<file path="src/rtl/bit_noc_pkg.sv">
// Shared constants and helpers for the bit-level NoC gather/select stages.
package bit_noc_pkg;

  localparam int IN_DATA_WIDTH  = 4;
  localparam int OUT_DATA_WIDTH = 8;

  // Padding bit replicated into unfilled slices of a flushed word.
  localparam logic PAD_BIT = 1'b0;

  function automatic int calc_ratio(input int in_w, input int out_w);
    return out_w / in_w;
  endfunction

  function automatic int calc_cnt_width(input int ratio);
    return (ratio <= 2) ? 1 : $clog2(ratio);
  endfunction

endpackage

</file>
<file path="src/rtl/bit_pack_skid_reg.sv">
// Output register plus one-word stash giving a valid/ready interface that
// never exposes a combinational path from i_ready to the upstream ready.
module bit_pack_skid_reg #(
  parameter int DATA_WIDTH = 8
) (
  input  logic                  clk,
  input  logic                  rst,
  input  logic                  load_valid,
  input  logic [DATA_WIDTH-1:0] load_data,
  input  logic                  i_ready,
  output logic                  o_valid,
  output logic [DATA_WIDTH-1:0] o_data_bus,
  output logic                  stash_full
);

  logic [DATA_WIDTH-1:0] stash;
  logic                  out_free;

  assign out_free = !o_valid || i_ready;

  // A full stash always drains first; upstream is stalled meanwhile, so a
  // load never arrives while the stash is occupied.
  always_ff @(posedge clk) begin
    if (rst) begin
      o_valid    <= 1'b0;
      o_data_bus <= '0;
      stash      <= '0;
      stash_full <= 1'b0;
    end else if (stash_full && out_free) begin
      o_valid    <= 1'b1;
      o_data_bus <= stash;
      stash      <= '0;
      stash_full <= 1'b0;
    end else if (load_valid) begin
      if (out_free) begin
        o_valid    <= 1'b1;
        o_data_bus <= load_data;
      end else begin
        stash      <= load_data;
        stash_full <= 1'b1;
      end
    end else if (out_free) begin
      o_valid <= 1'b0;
    end
  end

endmodule

</file>
<file path="src/rtl/bit_pack_4x8_seq.sv">
// Gathers narrow slices (first slice in LSBs) into wide words with zero-padded flush.
// Define BIT_PACK_OVERFLOW_DET_EN to build the sticky o_overflow detector.
module bit_pack_4x8_seq #(
  parameter int IN_DATA_WIDTH  = bit_noc_pkg::IN_DATA_WIDTH,
  parameter int OUT_DATA_WIDTH = bit_noc_pkg::OUT_DATA_WIDTH
) (
  input  logic                      clk,
  input  logic                      rst,
  input  logic                      i_valid,
  input  logic [IN_DATA_WIDTH-1:0]  i_data_bus,
  input  logic                      i_en,
  input  logic                      i_flush,
  output logic                      o_in_ready,
  output logic                      o_valid,
  output logic [OUT_DATA_WIDTH-1:0] o_data_bus,
  input  logic                      i_ready,
  output logic                      o_overflow
);

  import bit_noc_pkg::*;

  localparam int RATIO     = calc_ratio(IN_DATA_WIDTH, OUT_DATA_WIDTH);
  localparam int CNT_WIDTH = calc_cnt_width(RATIO);

  logic [OUT_DATA_WIDTH-1:0] acc;
  logic [OUT_DATA_WIDTH-1:0] word_next;
  logic [CNT_WIDTH-1:0]      cnt;
  logic                      stash_full;
  logic                      accept;
  logic                      flush_only;
  logic                      complete;

  assign o_in_ready = !stash_full;
  assign accept     = i_en && i_valid && o_in_ready;
  assign flush_only = i_en && i_flush && !i_valid && o_in_ready && (cnt != '0);
  assign complete   = (accept && (i_flush || int'(cnt) == RATIO - 1)) || flush_only;

  always_comb begin
    word_next = acc;
    for (int i = 0; i < RATIO; i++) begin
      if (accept && int'(cnt) == i) begin
        word_next[i*IN_DATA_WIDTH +: IN_DATA_WIDTH] = i_data_bus;
      end else if (complete && i >= int'(cnt)) begin
        word_next[i*IN_DATA_WIDTH +: IN_DATA_WIDTH] = {IN_DATA_WIDTH{PAD_BIT}};
      end
    end
  end

  // Completed words are handed straight to the skid stage, so the gather
  // register restarts empty and later padding is guaranteed zero.
  always_ff @(posedge clk) begin
    if (rst) begin
      acc <= '0;
      cnt <= '0;
    end else if (complete) begin
      acc <= '0;
      cnt <= '0;
    end else if (accept) begin
      acc <= word_next;
      cnt <= cnt + 1'b1;
    end
  end

  bit_pack_skid_reg #(
    .DATA_WIDTH(OUT_DATA_WIDTH)
  ) u_skid (
    .clk       (clk),
    .rst       (rst),
    .load_valid(complete),
    .load_data (word_next),
    .i_ready   (i_ready),
    .o_valid   (o_valid),
    .o_data_bus(o_data_bus),
    .stash_full(stash_full)
  );

`ifdef BIT_PACK_OVERFLOW_DET_EN
  always_ff @(posedge clk) begin
    if (rst) begin
      o_overflow <= 1'b0;
    end else if (i_en && i_valid && !o_in_ready) begin
      o_overflow <= 1'b1;
    end
  end
`else
  assign o_overflow = 1'b0;
`endif

endmodule

</file>
<file path="config.mk">
export PLATFORM = sky130hd
export DESIGN_NAME = bit_pack_4x8_seq
export DESIGN_NICKNAME = d
export VERILOG_FILES = /design/src/rtl/bit_noc_pkg.sv /design/src/rtl/bit_pack_skid_reg.sv /design/src/rtl/bit_pack_4x8_seq.sv
export SDC_FILE = /design/constraint.sdc
export NUM_CORES = 1
export LEC_CHECK = 0
export BUFFER_PORTS_ARGS = -buffer_cell sky130_fd_sc_hd__buf_4
export CAP_MARGIN = 20
export CORE_MARGIN = 3
export CORE_UTILIZATION = 45
export CTS_CLUSTER_SIZE = 10
export DETAILED_ROUTE_END_ITERATION = 12
export PLACE_DENSITY = 0.69
export SLEW_MARGIN = 20
export SYNTH_ARGS = -nofsm -noshare
export SYNTH_HDL_FRONTEND = slang
export SYNTH_SLANG_ARGS = --single-unit
</file>
<file path="constraint.sdc">
create_clock -name clk -period 4.5 [get_ports clk]
set_input_delay 0.9 -clock clk [delete_from_list [all_inputs] [get_ports clk]]
set_output_delay 0.9 -clock clk [all_outputs]
set_load 0.05 [all_outputs]
</file>
==> results.yml <==
outcome:
  status: "completed"
grt:
  grt_pass1_vias: 872
  grt_util_met3_pct: 2.26
  grtUsageMet2_pct: 23.0
  grt_util_met1_pct: 20.9
  grt_max_degree: 17
  grt_pass1_wl_mm: 3.88
  top_usage_layer: "met2"
  antenna_found_initial: 0
  grtUsageTotal_pct: 14.9
  grt.overflow.total: 0
setup_path:
  path_class: "flop to output port"
  cpLargestDelayFamily: "flip-flops"
  crit_buf_inv: 2
  slowest_stage: "dfxtp_1"
  crit_chain: "inv_2 > buf_4"
  rr_startpoint: "u_skid.stash_full$_SDFFE_PP0P_"
  r2r_end: "u_skid.o_data_bus[2]$_SDFFE_PP0P_"
  path_max_fanout: 11
  r2r_cells: 4
  critPathMaxStageDelay_ns: 0.61
  critPathCaptureType: "output port"
  crit_arrival_ns: 1.37
  required_ns: 3.60
  r2r_slack_ns: 2.66
  cp-start-kind: "flop"
min_path:
  hold_end: "u_skid.o_data_bus[5]$_SDFFE_PP0P_"
  min_path_type: "flop to flop"
  hold_path_depth: 1
  min_from: "u_skid.o_data_bus[5]$_SDFFE_PP0P_"
flow_run:
  cap_violations: 0
synthesis:
  avgSynthCellArea_sq_um: 10.0
  ys.warnings.count: 0
  synth_top_area_cell: "dfxtp_1"
  synth_cells: 117
  synth_cell_types: 30
  synth_seq_cells: 27
  yosysTopAreaCellShare_pct: 46.1
  ys_top_cells_by_area: "dfxtp_1 46%, nor2_1 9.6%, mux2i_1 6.8%"
  syn_nets: 127
  syn_area_sq_um: 1170
  ys_seq_area_share_pct: 46.1
power:
  ir_worst_vdd_mv: 0.206
  p_per_area_nw_per_um2: 304
  power.leakage_nw: 0.552
final_layout:
  areaGrowthSynthToFinish_pct: 11.5
  drive_above_1_share_pct: 27.3
  nFillCells: 206
  diodes: 0
  nNetsFinal: 143
  design_area_sq_um: 1310
clocking:
  cts_tree: "done"
  htree_num_levels: 1
  clock-sinks: 27
  cts_setup_buffers: 0
  cts_buffer_depth: 2
  root_buffer: "clkbuf_4"
  cts_made_buffers: 3
  clkLatencyLatePin_ns: 0.32
  ctsResizeCount: 0
  cts.reportedPaths.clkPinSlew_ns: 0.15
  ctsHoldBuffers: 0
placed_design:
  dp_hpwl_mm: 1.62
  port_buffers: 19
  place_area_sq_um: 1280
  gp_congestion: 0.731
timing:
  fin_worst_skew_ns: 0.00741
  max_slew_margin_pct: 54.9
  rsz0062_at_grt: "no"
  fin_tns_setup_ns: 0
  setup_viol: 0
  maxSlewViolCount: 0
  fin_crit_sh_pct: 50.5
  finalCriticalPeriod_ns: 2.27
  hold_violations: 0
  max_freq_mhz: 440
  worst_pin_slew_ns: 0.673
floorplanning:
  dieArea_sq_um: 3260
  core_area_sq_um: 2340
  initial_core_util_pct: 50.2
  die_y_um: 57.1
  io_pins: 21
  num_rows: 17
  die-width_um: 57.1
detailed_routing:
  wl_per_cell_um: 14.2
  via_count: 854
  routed_via_density: 5.34
  drtPass1Iterations: 4
  wl_mm: 2.28
  drc: 0
  first_iter_violations: 20
  postRouteAntennaNets: 0
worst register-to-register path, stage by stage (launching register included):
cell and delay (ns):
dfxtp_1 0.47, nor4bb_4 0.60, mux2i_1 0.39, a21oi_1 0.11
a22o_1 0.18
cell families after synthesis:
group           Yosys count  share of synthesized area [%]
buf+inv                   9                           6.50
fa+ha+maj                 1                          0.959
flops                    27                           46.1
compound gates           24                           17.7
mux                       8                           6.82
other cells               1                          0.320
simple gates             47                           21.6
synth_stat cells:
library cell  count
a32o_1            4
a21oi_1           6
clkbuf_1          1
and4b_1           1
buf_4             2
a211o_1           4
and2_1            2
dfxtp_1          27
and2b_2           1
and3_1            1
buf_2             1
conb_1            1
maj3_2            1
a22o_1            4
buf_6             3
buf_8             1
nand2_1           1
nor2_1           30
nor4bb_4          1
nand2b_1          3
o21ba_2           1
nor3_2            1
and2_4            2
or2b_1            2
or2_2             1
a211oi_2          4
a21boi_0          1
inv_2             1
and2b_1           1
mux2i_1           8
cell usage in the layout (no fill, tap or decap), types with 2 or more instances in the layout:
| cell type | synthesis | final |
|---|---|---|
| a211o_1 | 4 | 4 |
| a211oi_2 | 4 | 4 |
| a21oi_1 | 6 | 6 |
| a22o_1 | 4 | 4 |
| a32o_1 | 4 | 4 |
| and2_1 | 2 | 2 |
| and2_4 | 2 | 2 |
| buf_4 | 2 | 19 |
| clkbuf_4 | 0 | 3 |
| dfxtp_1 | 27 | 27 |
| mux2i_1 | 8 | 8 |
| nand2b_1 | 3 | 3 |
| nor2_1 | 30 | 30 |
| or2b_1 | 2 | 2 |
where the power goes:
part	total (W)	internal, W	switching [W]
clock network	0.000103	0.0000339	0.0000693
logic	0.0000481	0.0000190	0.0000291
registers	0.000246	0.000244	0.00000265
total	0.000398	0.000297	0.000101
per-layer routing:
layer	vias up	wire length (um)
li1	433	-
met1	403	1140
met2	16	1040
met3	2	80
met4	0	20
met5	-	0
cell type report:
| cell class | count | area, sq um | area share, % |
|---|---|---|---|
| Clock buffer | 3 | 22.5 | 1.72 |
| Sequential cell | 27 | 541 | 41.3 |
| Tap cell | 28 | 35.0 | 2.68 |
| Multi-Input combinational cell | 81 | 557 | 42.5 |
| Inverter | 1 | 3.75 | 0.287 |
| Clock inverter | 1 | 7.51 | 0.574 |
| Timing Repair Buffer | 19 | 143 | 10.9 |
sequential cells by signal (all words and copies together), names as in the netlist:
register           cells
acc                    8
u_skid.o_data_bus      8
u_skid.stash           8
u_skid.stash_full      1
cnt                    1
u_skid.o_valid         1
per-stage QoR:
step | setup WS, ns | utilization [%] | power (W) | hold WS, ns | instances
final | 2.23 | 55.9 | 0.000398 | 0.483 | 160
after global routing | 2.15 | 55.9 | 0.000416 | 0.523 | 160
after CTS | 2.20 | 55.9 | 0.000405 | 0.489 | 160
after detailed placement | 2.15 | 54.7 | 0.000300 | 0.456 | 156
after global placement | 2.17 | 54.7 | 0.000299 | 0.454 | 156
after floorplan | 2.52 | - | 0.000287 | 0.440 | 117
worst max-delay path by stage:
stage / start / end / slack (ns) / cells after the start
finish: u_skid.stash_full$_SDFFE_PP0P_ / o_in_ready / 2.23 / 2
CTS: u_skid.stash_full$_SDFFE_PP0P_ / o_in_ready / 2.20 / 2
global route: u_skid.stash_full$_SDFFE_PP0P_ / o_in_ready / 2.15 / 2
floorplan: i_en / u_skid.o_data_bus[0]$_SDFFE_PP0P_ / 2.52 / 5
global placement: i_en / u_skid.o_data_bus[2]$_SDFFE_PP0P_ / 2.17 / 5
detailed placement: i_en / u_skid.o_data_bus[1]$_SDFFE_PP0P_ / 2.15 / 5
No activity file was read; power rests on OpenSTA's default activity.
